`src/rtl/axil_cmd_master_if.sv`:
```
// AXI4-Lite bus bundle shared by the command master and its register slave.
// The master modport drives the request channels; the slave modport answers them.
interface axil_if #(
    parameter int ADDR_WIDTH = 32,
    parameter int DATA_WIDTH = 32
) ();
    logic [ADDR_WIDTH-1:0]   awaddr;
    logic                    awvalid;
    logic                    awready;
    logic [DATA_WIDTH-1:0]   wdata;
    logic [DATA_WIDTH/8-1:0] wstrb;
    logic                    wvalid;
    logic                    wready;
    logic [1:0]              bresp;
    logic                    bvalid;
    logic                    bready;
    logic [ADDR_WIDTH-1:0]   araddr;
    logic                    arvalid;
    logic                    arready;
    logic [DATA_WIDTH-1:0]   rdata;
    logic [1:0]              rresp;
    logic                    rvalid;
    logic                    rready;

    modport m_axil (
        output awaddr, awvalid, wdata, wstrb, wvalid, bready, araddr, arvalid, rready,
        input  awready, wready, bresp, bvalid, arready, rdata, rresp, rvalid
    );

    modport s_axil (
        input  awaddr, awvalid, wdata, wstrb, wvalid, bready, araddr, arvalid, rready,
        output awready, wready, bresp, bvalid, arready, rdata, rresp, rvalid
    );
endinterface

```
`src/rtl/axil_cmd_master.sv`:
```
// Single-outstanding AXI4-Lite master: turns a valid/ready command stream into one
// AXI-Lite write or read and returns one registered response per command, with counters.
module axil_cmd_master #(
    parameter int AXI_DATA_WIDTH = 32,
    parameter int AXI_ADDR_WIDTH = 32,
    parameter int CNT_WIDTH      = 16
) (
    input  logic                        aclk,
    input  logic                        aresetn,
    input  logic                        cmd_valid,
    output logic                        cmd_ready,
    input  logic                        cmd_we,
    input  logic [AXI_ADDR_WIDTH-1:0]   cmd_addr,
    input  logic [AXI_DATA_WIDTH-1:0]   cmd_wdata,
    input  logic [AXI_DATA_WIDTH/8-1:0] cmd_wstrb,
    output logic                        rsp_valid,
    input  logic                        rsp_ready,
    output logic                        rsp_we,
    output logic [AXI_DATA_WIDTH-1:0]   rsp_rdata,
    output logic [1:0]                  rsp_resp,
    output logic [CNT_WIDTH-1:0]        wr_cnt,
    output logic [CNT_WIDTH-1:0]        rd_cnt,
    output logic [CNT_WIDTH-1:0]        err_cnt,
    axil_if.m_axil                      m_axil
);

    typedef enum logic [2:0] {IDLE, WR_AW_W, WR_B, RD_AR, RD_R, RSP} state_t;

    state_t state, state_next;

    logic cmd_hs, aw_hs, w_hs, aw_fin, w_fin, b_hs, ar_hs, r_hs, rsp_hs;

    assign cmd_hs = cmd_valid && cmd_ready;
    assign aw_hs  = m_axil.awvalid && m_axil.awready;
    assign w_hs   = m_axil.wvalid && m_axil.wready;
    assign b_hs   = m_axil.bvalid && m_axil.bready;
    assign ar_hs  = m_axil.arvalid && m_axil.arready;
    assign r_hs   = m_axil.rvalid && m_axil.rready;
    assign rsp_hs = rsp_valid && rsp_ready;

    // A channel is finished once its valid has dropped or is handshaking this cycle,
    // so AW and W may complete in either order or together.
    assign aw_fin = !m_axil.awvalid || m_axil.awready;
    assign w_fin  = !m_axil.wvalid || m_axil.wready;

    always_ff @(posedge aclk) begin
        if (!aresetn) state <= IDLE;
        else          state <= state_next;
    end

    always_comb begin
        state_next = state;
        case (state)
            IDLE:    if (cmd_hs) state_next = cmd_we ? WR_AW_W : RD_AR;
            WR_AW_W: if (aw_fin && w_fin) state_next = WR_B;
            WR_B:    if (b_hs) state_next = RSP;
            RD_AR:   if (ar_hs) state_next = RD_R;
            RD_R:    if (r_hs) state_next = RSP;
            RSP:     if (rsp_hs) state_next = IDLE;
            default: state_next = IDLE;
        endcase
    end

    // bready/rready are only raised after the address phase, so early responses are ignored.
    always_ff @(posedge aclk) begin
        if (!aresetn) begin
            cmd_ready      <= 1'b1;
            rsp_valid      <= 1'b0;
            rsp_we         <= 1'b0;
            rsp_rdata      <= '0;
            rsp_resp       <= 2'b00;
            wr_cnt         <= '0;
            rd_cnt         <= '0;
            err_cnt        <= '0;
            m_axil.awvalid <= 1'b0;
            m_axil.wvalid  <= 1'b0;
            m_axil.arvalid <= 1'b0;
            m_axil.bready  <= 1'b0;
            m_axil.rready  <= 1'b0;
            m_axil.awaddr  <= '0;
            m_axil.araddr  <= '0;
            m_axil.wdata   <= '0;
            m_axil.wstrb   <= '0;
        end else begin
            case (state)
                IDLE: begin
                    if (cmd_hs) begin
                        cmd_ready     <= 1'b0;
                        m_axil.awaddr <= cmd_addr;
                        m_axil.araddr <= cmd_addr;
                        m_axil.wdata  <= cmd_wdata;
                        m_axil.wstrb  <= cmd_wstrb;
                        if (cmd_we) begin
                            m_axil.awvalid <= 1'b1;
                            m_axil.wvalid  <= 1'b1;
                        end else begin
                            m_axil.arvalid <= 1'b1;
                        end
                    end
                end
                WR_AW_W: begin
                    if (aw_hs) m_axil.awvalid <= 1'b0;
                    if (w_hs)  m_axil.wvalid  <= 1'b0;
                    if (aw_fin && w_fin) m_axil.bready <= 1'b1;
                end
                WR_B: begin
                    if (b_hs) begin
                        m_axil.bready <= 1'b0;
                        rsp_resp      <= m_axil.bresp;
                        rsp_we        <= 1'b1;
                        rsp_rdata     <= '0;
                        rsp_valid     <= 1'b1;
                        wr_cnt        <= wr_cnt + CNT_WIDTH'(1);
                        if (m_axil.bresp != 2'b00) err_cnt <= err_cnt + CNT_WIDTH'(1);
                    end
                end
                RD_AR: begin
                    if (ar_hs) begin
                        m_axil.arvalid <= 1'b0;
                        m_axil.rready  <= 1'b1;
                    end
                end
                RD_R: begin
                    if (r_hs) begin
                        m_axil.rready <= 1'b0;
                        rsp_rdata     <= m_axil.rdata;
                        rsp_resp      <= m_axil.rresp;
                        rsp_we        <= 1'b0;
                        rsp_valid     <= 1'b1;
                        rd_cnt        <= rd_cnt + CNT_WIDTH'(1);
                        if (m_axil.rresp != 2'b00) err_cnt <= err_cnt + CNT_WIDTH'(1);
                    end
                end
                RSP: begin
                    if (rsp_hs) begin
                        rsp_valid <= 1'b0;
                        cmd_ready <= 1'b1;
                    end
                end
                default: ;
            endcase
        end
    end

endmodule
```
`src/flat_wrapper.sv`:
```
// flat-port wrapper written by rule: the top's interface ports become plain ports
module axil_cmd_master_flat 
#(
    parameter int AXI_DATA_WIDTH = 32,
    parameter int AXI_ADDR_WIDTH = 32,
    parameter int CNT_WIDTH      = 16
)
  (aclk, aresetn, cmd_valid, cmd_ready, cmd_we, cmd_addr, cmd_wdata, cmd_wstrb, rsp_valid, rsp_ready, rsp_we, rsp_rdata, rsp_resp, wr_cnt, rd_cnt, err_cnt, m_axil_awaddr, m_axil_awvalid, m_axil_wdata, m_axil_wstrb, m_axil_wvalid, m_axil_bready, m_axil_araddr, m_axil_arvalid, m_axil_rready, m_axil_awready, m_axil_wready, m_axil_bresp, m_axil_bvalid, m_axil_arready, m_axil_rdata, m_axil_rresp, m_axil_rvalid);
  axil_if m_axil_i ();
  input  logic aclk;
  input  logic aresetn;
  input  logic cmd_valid;
  output logic cmd_ready;
  input  logic cmd_we;
  input  logic [AXI_ADDR_WIDTH-1:0] cmd_addr;
  input  logic [AXI_DATA_WIDTH-1:0] cmd_wdata;
  input  logic [AXI_DATA_WIDTH/8-1:0] cmd_wstrb;
  output logic rsp_valid;
  input  logic rsp_ready;
  output logic rsp_we;
  output logic [AXI_DATA_WIDTH-1:0] rsp_rdata;
  output logic [1:0] rsp_resp;
  output logic [CNT_WIDTH-1:0] wr_cnt;
  output logic [CNT_WIDTH-1:0] rd_cnt;
  output logic [CNT_WIDTH-1:0] err_cnt;
  output wire logic [$bits(m_axil_i.awaddr)-1:0] m_axil_awaddr;
  output wire logic [$bits(m_axil_i.awvalid)-1:0] m_axil_awvalid;
  output wire logic [$bits(m_axil_i.wdata)-1:0] m_axil_wdata;
  output wire logic [$bits(m_axil_i.wstrb)-1:0] m_axil_wstrb;
  output wire logic [$bits(m_axil_i.wvalid)-1:0] m_axil_wvalid;
  output wire logic [$bits(m_axil_i.bready)-1:0] m_axil_bready;
  output wire logic [$bits(m_axil_i.araddr)-1:0] m_axil_araddr;
  output wire logic [$bits(m_axil_i.arvalid)-1:0] m_axil_arvalid;
  output wire logic [$bits(m_axil_i.rready)-1:0] m_axil_rready;
  input wire logic [$bits(m_axil_i.awready)-1:0] m_axil_awready;
  input wire logic [$bits(m_axil_i.wready)-1:0] m_axil_wready;
  input wire logic [$bits(m_axil_i.bresp)-1:0] m_axil_bresp;
  input wire logic [$bits(m_axil_i.bvalid)-1:0] m_axil_bvalid;
  input wire logic [$bits(m_axil_i.arready)-1:0] m_axil_arready;
  input wire logic [$bits(m_axil_i.rdata)-1:0] m_axil_rdata;
  input wire logic [$bits(m_axil_i.rresp)-1:0] m_axil_rresp;
  input wire logic [$bits(m_axil_i.rvalid)-1:0] m_axil_rvalid;
  assign m_axil_awaddr = m_axil_i.awaddr;
  assign m_axil_awvalid = m_axil_i.awvalid;
  assign m_axil_wdata = m_axil_i.wdata;
  assign m_axil_wstrb = m_axil_i.wstrb;
  assign m_axil_wvalid = m_axil_i.wvalid;
  assign m_axil_bready = m_axil_i.bready;
  assign m_axil_araddr = m_axil_i.araddr;
  assign m_axil_arvalid = m_axil_i.arvalid;
  assign m_axil_rready = m_axil_i.rready;
  assign m_axil_i.awready = m_axil_awready;
  assign m_axil_i.wready = m_axil_wready;
  assign m_axil_i.bresp = m_axil_bresp;
  assign m_axil_i.bvalid = m_axil_bvalid;
  assign m_axil_i.arready = m_axil_arready;
  assign m_axil_i.rdata = m_axil_rdata;
  assign m_axil_i.rresp = m_axil_rresp;
  assign m_axil_i.rvalid = m_axil_rvalid;
  axil_cmd_master #(.AXI_DATA_WIDTH(AXI_DATA_WIDTH), .AXI_ADDR_WIDTH(AXI_ADDR_WIDTH), .CNT_WIDTH(CNT_WIDTH)) u_core (.aclk(aclk), .aresetn(aresetn), .cmd_valid(cmd_valid), .cmd_ready(cmd_ready), .cmd_we(cmd_we), .cmd_addr(cmd_addr), .cmd_wdata(cmd_wdata), .cmd_wstrb(cmd_wstrb), .rsp_valid(rsp_valid), .rsp_ready(rsp_ready), .rsp_we(rsp_we), .rsp_rdata(rsp_rdata), .rsp_resp(rsp_resp), .wr_cnt(wr_cnt), .rd_cnt(rd_cnt), .err_cnt(err_cnt), .m_axil(m_axil_i));
endmodule
```
`config.mk`:
```
export PLATFORM = sky130hd
export DESIGN_NAME = axil_cmd_master_flat
export DESIGN_NICKNAME = d
export VERILOG_FILES = /design/src/rtl/axil_cmd_master_if.sv /design/src/rtl/axil_cmd_master.sv /design/src/flat_wrapper.sv
export SDC_FILE = /design/constraint.sdc
export NUM_CORES = 1
export LEC_CHECK = 0
export BUFFER_PORTS_ARGS = -buffer_cell sky130_fd_sc_hd__buf_2
export CORE_MARGIN = 2
export CORE_UTILIZATION = 50
export DETAILED_ROUTE_END_ITERATION = 12
export GPL_TIMING_DRIVEN = 0
export PLACE_DENSITY = 0.85
export SYNTH_ARGS = -nofsm -noshare
export SYNTH_HDL_FRONTEND = slang
export SYNTH_SLANG_ARGS = --single-unit
```
`constraint.sdc`:
```
create_clock -name aclk -period 5.1 [get_ports aclk]
set_clock_uncertainty 0.2 [all_clocks]
set_input_delay 0 -clock aclk [delete_from_list [all_inputs] [get_ports aclk]]
set_output_delay 0 -clock aclk [all_outputs]
set_load 0.05 [all_outputs]
```
==> out/qor.csv, run 1 <==
metric;value;unit
Die Width;118;um
Clock transition at path regs;0.06;ns
Post-synth ARST share;0;%
worst vdd ir;302;uV
layout cells sized above 1;32.3;%
Max-cap violations;0;
reg2reg setup slack;2.19;ns
largest net degree at the start of global routing;17;
EDFF count, synth;0;
DIE AREA;13800;um^2
Final setup viols;0;
GRT Residual Overflow;0;
final hold vios;0;
global-route wire length before repair;38600;um
core area;12600;um^2
Worst Setup End Kind;register;
Distinct cells, synth;45;
Die Span Y;118;um
register area;3220;um^2
Filler cells;756;
relative slew slack;46.3;%
input/output buffers;303;
CTS Buf Count;17;
vias per cell;5.47;
commonest non-fill, non-tap cells in the layout;buf_2 (320), nand2_1 (165), dfxtp_1 (161), dlygate4sd3_1 (117), a21oi_1 (93);
antenna violations before repair;2;
Hold Crit Class;input port to register;
multi-input logic area;2740;um^2
total nets after synthesis;884;
final net count;1323;
dpl hpwl;14600;um
clock tree buffer depth;2;
clock root buffer;clkbuf_16;
synth warn;0;
most common cell after layout, fill and taps aside;buf_2;
Synth top area share;49.9;%
worst-path maximum fanout;10;
Synth area leaders;dfxtp_1 (50%), nand2_1 (9.6%), a21oi_1 (7.2%);
Slew Limit Fails;0;
Overall Global Routing Usage;35.0;%
Clock Sink Count;161;
CP arrival;3.01;ns
Yosys reg bits;161;
Pwr per Cell Area;471;nW/um^2
setup_tns;0;ns
Starting DRT DRC Count;688;
crit path kind;register to register;
Avg Cell Area, Syn;8.41;um^2
fmax;343;MHz
std cell rows;41;
Initial Util;51.1;%
status;complete, no violations;
Clk Latency, worst-skew pair;0.43;ns
Residual DRC;0;
Worst setup SP type;register;
IO Count;304;
CTS tree;yes;
htree depth;4;
routed via count;7613;
Netlist Area Pre-Place;6450;um^2
vias in the first global route;7438;
Fin Hold WS;0.0579;ns
ys flop type;dfxtp_1;
crit path time final;2.91;ns
Final period util;57.1;%
synthesis-to-finish area growth;54.7;%
WP data required;5.20;ns
Least-Margin Pin Slew;0.799;ns
Post-Route WL;24900;um
DR pass1 iterations;5;
largest area contributor in the netlist;dfxtp_1;
ANT nets after route;0;
RSZ-0062 raised after global routing;false;
Syn Inst Count;767;
gpl congestion;0.848;
Leakage;0.00462;uW
sequential cell area fraction in the yosys report;49.9;%
wire per inst;17.9;um
## sequential cells by signal, summed over array words and instances (netlist names), 3 cells and up
signal / cells
u_core.rd_cnt: 16
u_core.err_cnt: 16
u_core.m_axil.wstrb: 4
u_core.m_axil.araddr: 32
u_core.state: 3
u_core.rsp_rdata: 32
u_core.wr_cnt: 16
u_core.m_axil.wdata: 32
## final cells by class
class | count | share of cell area, %
sequential | 161 | 32.3
multi-input combinational | 515 | 27.5
timing repair buffer | 420 | 26.9
clock buffer | 21 | 4.61
buffer | 81 | 4.50
tap | 172 | 2.16
clock inverter | 11 | 1.60
inverter | 10 | 0.376
antenna | 2 | 0.0501
## cell usage after synthesis (3+ instances only)
library cell / number
nor3_1: 10
and2_1: 6
inv_1: 9
nand2b_1: 5
nand2_1: 165
or4_1: 3
nand4_1: 11
xor2_1: 11
and3_1: 5
buf_4: 33
a21oi_1: 93
ha_1: 3
mux2i_1: 6
a31oi_1: 3
dfxtp_1: 161
xnor2_1: 17
o21ai_0: 13
nand3_1: 18
nor2_1: 68
o31ai_1: 4
or3_1: 13
clkbuf_1: 31
buf_2: 17
a22oi_1: 33
## stage by stage
step / total power, uW / setup slack (ns) / instance area (um^2) / cells / util [%]
6_report: 4700 / 2.19 / 9980 / 1393 / 79.1
3_5_place_dp: 3200 / 2.81 / 8190 / 1242 / 64.9
4_1_cts: 4630 / 2.21 / 9980 / 1391 / 79.1
5_1_grt: 4880 / 1.96 / 9980 / 1393 / 79.1
3_3_place_gp: 3180 / 2.86 / 8190 / 1242 / 64.9
2_1_floorplan: 2780 / 2.85 / 6450 / 767 / -
## where the power goes
group / switching (uW) / internal (uW) / total [uW]
logic: 1310 / 526 / 1840
clock network: 513 / 840 / 1350
registers: 104 / 1400 / 1510
total: 1930 / 2770 / 4700
## worst paths after layout
kind                                        start                                    to  cells past startpoint
max                  u_core.state[0]$_SDFFE_PN0P_     u_core.m_axil.wvalid$_SDFFE_PN0P_                      9
min                                     cmd_valid          u_core.state[0]$_SDFFE_PN0P_                      6
max reg2reg          u_core.state[0]$_SDFFE_PN0P_     u_core.m_axil.wvalid$_SDFFE_PN0P_                      9
min reg2reg  u_core.m_axil.wdata[18]$_SDFFE_PN0P_  u_core.m_axil.wdata[18]$_SDFFE_PN0P_                      2
## kinds of logic (layout without fill, tap and decap cells)
family	Yosys count	after routing	share of synthesized area [%]
AO/OA/AOI/OAI	156	156	14.5
other	0	2	0
flip-flops	161	161	49.9
multiplexers	8	8	1.28
XOR/XNOR	28	28	3.80
AND/OR/NAND/NOR	320	320	22.3
adder cells (fa/ha/maj)	3	3	0.582
buffers and inverters	91	543	7.54
## critical path: stages (launching register included)
cell and delay (ns):
dfxtp_1 0.42, buf_2 0.25, buf_2 0.24, a31oi_1 0.08, nor3_1 0.22, nand2_1 0.07, dlygate4sd3_1 0.55, a21oi_1 0.14
dlygate4sd3_1 0.56, nor2_1 0.04
## routing by layer
layer	vias to the layer above	share of wire, %	track usage, %
li1	3454	-	-
met1	3548	36	37.1
met2	486	49	61.2
met3	125	7.9	8.96
met4	0	6.8	23.3
met5	-	0	0
## repair_timing
action | CTS | global route
buffers inserted | 0 | 0
resized for setup | 0 | 0
endpoints found under the hold margin | 122 | 0
hold buffers | 117 | 0
(Power assumes the default switching activity.)
==> inputs of run 2 (changes only) <==
- ABC_AREA: unset -> 1
- CORE_UTILIZATION: 50 -> 47
- PLACE_DENSITY: 0.85 -> 0.8
- clock period: 5.1 -> 2.9 ns (I/O delays scaled with it)
==> run 2 against run 1 <==
  * The run now ends with negative hold slack left
  * Setup slack lost 1.4 ns
  * Design area rose by 2.5%
  * Cell count grew 13%
  * Via count is 7.3% higher
  * Critical endpoint is now u_core.m_axil.araddr[18]$_SDFFE_PN0P_
  * Largest power group unchanged
  * Utilization down 6.0 points
  * Die area up 11%
  * Synthesized cell count increased by 24%
  * Sequential power grew 94%
  * Synthesized area up 5.0%
  * Sequential cell count is the same
  * Count of clock-buffer cells in the layout down 2
  * Register-to-register slack worse by 1.4 ns
==> out/qor.csv, run 2 <==
metric;value;unit;change
FF-to-FF End;u_core.m_axil.araddr[18]$_SDFFE_PN0P_;;
worst flop-to-flop path startpoint;u_core.state[1]$_SDFFE_PN0P_;;
input/output buffers;303;;unchanged
Starting DRT DRC Count;620;;-9.9%
fmax;480;MHz;+40%
Die Width;124;um;+5.5%
Max stage delay on crit path;0.39;ns;-0.17 ns
Worst setup SP type;register;;
Initial Util;48.4;%;-2.7 points
switching share of power;47.8;%;+6.7 points
Overall Global Routing Usage;33.0;%;-2.0 points
Hold Crit Class;input port to register;;
Post-Route WL;25400;um;+1.8%
most frequent cells after synthesis;nor2_1 (235), nand2_1 (187), dfxtp_1 (161), o21ai_0 (85), a21oi_1 (72);;
most common cell after layout, fill and taps aside;buf_2;;
Final period util;71.8;%;+15 points
hold path start;cmd_valid;;
largest area contributor in the netlist;dfxtp_1;;
R2R depth;9;;unchanged
crit path kind;register to register;;
PnR Total Power;9760;uW;+110%
layout cells sized above 1;28.6;%;-3.7 points
reg2reg setup slack;0.82;ns;-1.37 ns
final hold vios;1;;+1
ys flop type;dfxtp_1;;
dpl hpwl;16600;um;+14%
CP delay by family, top;buffers and inverters;;
Critical Path, Cell by Cell;buf_4 > inv_2 > nand2_1 > nor2_1 > inv_2 > nor2_4 > clkbuf_1 > o21ai_0 > nor2_1;;
Distinct cells, synth;28;;-38%
relative slew slack;55.3;%;+9.0 points
Sw Pwr;4660;uW;+140%
DR pass1 iterations;6;;+1
clock tree buffer depth;2;;unchanged
Syn Inst Count;950;;+24%
Avg Cell Area, Syn;7.13;um^2;-15%
Final setup viols;0;;unchanged
Fin Hold WS;-0.000259;ns;-0.0581 ns
Worst Setup End Kind;register;;
clock root buffer;clkbuf_16;;
Netlist Area Pre-Place;6770;um^2;+5.0%
global-route wire length before repair;39000;um;+0.82%
hold path depth;7;;+1
CTS Buf Count;17;;unchanged
Max-cap violations;0;;unchanged
synthesis-to-finish area growth;51.0;%;
Comb power frac;47.2;%;+8.1 points
GRT Residual Overflow;0;;unchanged
status;finished with violations;;
WP data required;3.04;ns;-2.16 ns
internal power;5100;uW;+84%
Filler cells;1033;;+37%
most common cell in the netlist;nor2_1;;
Least-Margin Pin Slew;0.670;ns;-0.128 ns
Largest regs;u_core.m_axil.araddr x32, u_core.m_axil.wdata x32, u_core.rsp_rdata x32;;
synth warn;0;;unchanged
vias per cell;5.17;;-5.3%
DIE AREA;15400;um^2;+11%
RSZ-0062 raised after global routing;false;;
Die Span Y;124;um;+5.5%
wire per inst;16.1;um;-10%
Core Util, Final;73.1;%;-6.0 points
vias in the first global route;7833;;+5.3%
Buf+Inv Stages, Crit Path;4;;unchanged
failing checks;negative hold slack;;
Slowest cell on crit path;clkbuf_1;;
crit path time final;2.08;ns;-0.829 ns
gpl congestion;0.919;;+8.3%
Clock Sink Count;161;;unchanged
worst vdd ir;998;uV;+230%
Synth top area share;47.6;%;-2.4 points
Synth area leaders;dfxtp_1 (48%), nor2_1 (13%), nand2_1 (10%);;
CTS resizes;0;;unchanged
Clock transition at path regs;0.07;ns;about the same
antenna violations before repair;1;;-1
CTS tree;yes;;
std cell rows;43;;+4.9%
final net count;1502;;+14%
largest net degree at the start of global routing;17;;unchanged
commonest non-fill, non-tap cells in the layout;buf_2 (308), nor2_1 (235), nand2_1 (187), dfxtp_1 (161), dlygate4sd3_1 (113);;
IO Count;304;;unchanged
Leakage;0.00506;uW;+9.6%
Post-synth ARST share;0;%;unchanged
ANT nets after route;0;;unchanged
Yosys reg bits;161;;unchanged
sequential cell area fraction in the yosys report;47.6;%;-2.4 points
worst-path maximum fanout;10;;unchanged
htree depth;4;;unchanged
EDFF count, synth;0;;unchanged
routed via count;8168;;+7.3%
Pwr per Cell Area;954;nW/um^2;+100%
setup_tns;0;ns;unchanged
sequential power share;30.1;%;-2.0 points
total nets after synthesis;1067;;+21%
Slew Limit Fails;0;;unchanged
hold endpoint;u_core.m_axil.arvalid$_SDFFE_PN0P_;;
Residual DRC;0;;unchanged
Clk Latency, worst-skew pair;0.42;ns;about the same
CP arrival;2.23;ns;-0.78 ns
power share of the clock group;22.7;%;-6.1 points
core area;14000;um^2;+11%
-- run 2: power groups by stage --
stage	Sequential, uW	Combinational [uW]	Clock, uW
finish	2930	4610	2220
global route	2970	4860	2340
CTS	2890	4490	2230
detailed placement	2930	4350	0
global placement	2930	4320	0
floorplan	4220	1990	0
-- run 2: what timing repair did --
item,CTS,global route
hold endpoints to repair,128,0
setup buffers,0,0
hold buffers,113,0
-- run 2: how the worst max path moves through the flow --
| stage | start | end | depth (start not counted) |
|---|---|---|---|
| floorplan | u_core.err_cnt[1]$_SDFFE_PN0P_ | u_core.err_cnt[14]$_SDFFE_PN0P_ | 8 |
| finish | u_core.state[1]$_SDFFE_PN0P_ | u_core.m_axil.araddr[18]$_SDFFE_PN0P_ | 9 |
| global placement | u_core.state[1]$_SDFFE_PN0P_ | u_core.cmd_ready$_SDFFE_PN1P_ | 11 |
| global route | u_core.state[1]$_SDFFE_PN0P_ | u_core.m_axil.wdata[5]$_SDFFE_PN0P_ | 9 |
| CTS | u_core.state[0]$_SDFFE_PN0P_ | u_core.m_axil.rready$_SDFFE_PN0P_ | 7 |
| detailed placement | u_core.state[1]$_SDFFE_PN0P_ | u_core.cmd_ready$_SDFFE_PN1P_ | 11 |
-- run 2: area by class of cell --
class / instances / area, um^2 / area share, %
sequential: 161 / 3220 / 31.5
multi-input combinational: 668 / 2910 / 28.4
timing repair buffer: 416 / 2650 / 25.9
buffer: 76 / 472 / 4.61
clock buffer: 19 / 443 / 4.33
tap: 180 / 225 / 2.20
inverter: 45 / 169 / 1.65
clock inverter: 13 / 138 / 1.35
antenna: 1 / 2.50 / 0.0245
-- run 2: cells by family after synthesis --
group,Yosys count,share of synthesized area (%)
XOR/XNOR,4,0.517
AO/OA/AOI/OAI,162,12.1
buffers and inverters,121,9.46
AND/OR/NAND/NOR,499,29.8
flip-flops,161,47.6
adder cells (fa/ha/maj),3,0.554
-- run 2: metal layers --
| metal | wire length (um) | track usage, % | vias to the layer above | share of wire (%) |
|---|---|---|---|---|
| met5 | 0 | 0 | - | 0 |
| met4 | 1670 | 20.6 | 0 | 6.6 |
| met3 | 2110 | 8.29 | 107 | 8.3 |
| met2 | 12100 | 55.6 | 440 | 48 |
| met1 | 9500 | 37.3 | 3732 | 37 |
| li1 | - | - | 3889 | - |
-- run 2: through the flow --
step                cells  cell area, um^2  hold slack (ns)  setup WS [ns]
CTS                  1578            10200         0.000479          0.918
finish               1579            10200        -0.000259          0.817
global placement     1433             8520           0.0200           1.00
floorplan             950             6770          -0.0651          0.977
global route         1579            10200           0.0821          0.680
detailed placement   1433             8520           0.0266          0.992
-- run 2: worst reg2reg max path, stage by stage, from the launching register on --
cell	delay, ns
dfxtp_1	0.30
buf_4	0.16
inv_2	0.10
nand2_1	0.08
nor2_1	0.11
inv_2	0.07
nor2_4	0.22
clkbuf_1	0.39
o21ai_0	0.20
nor2_1	0.19
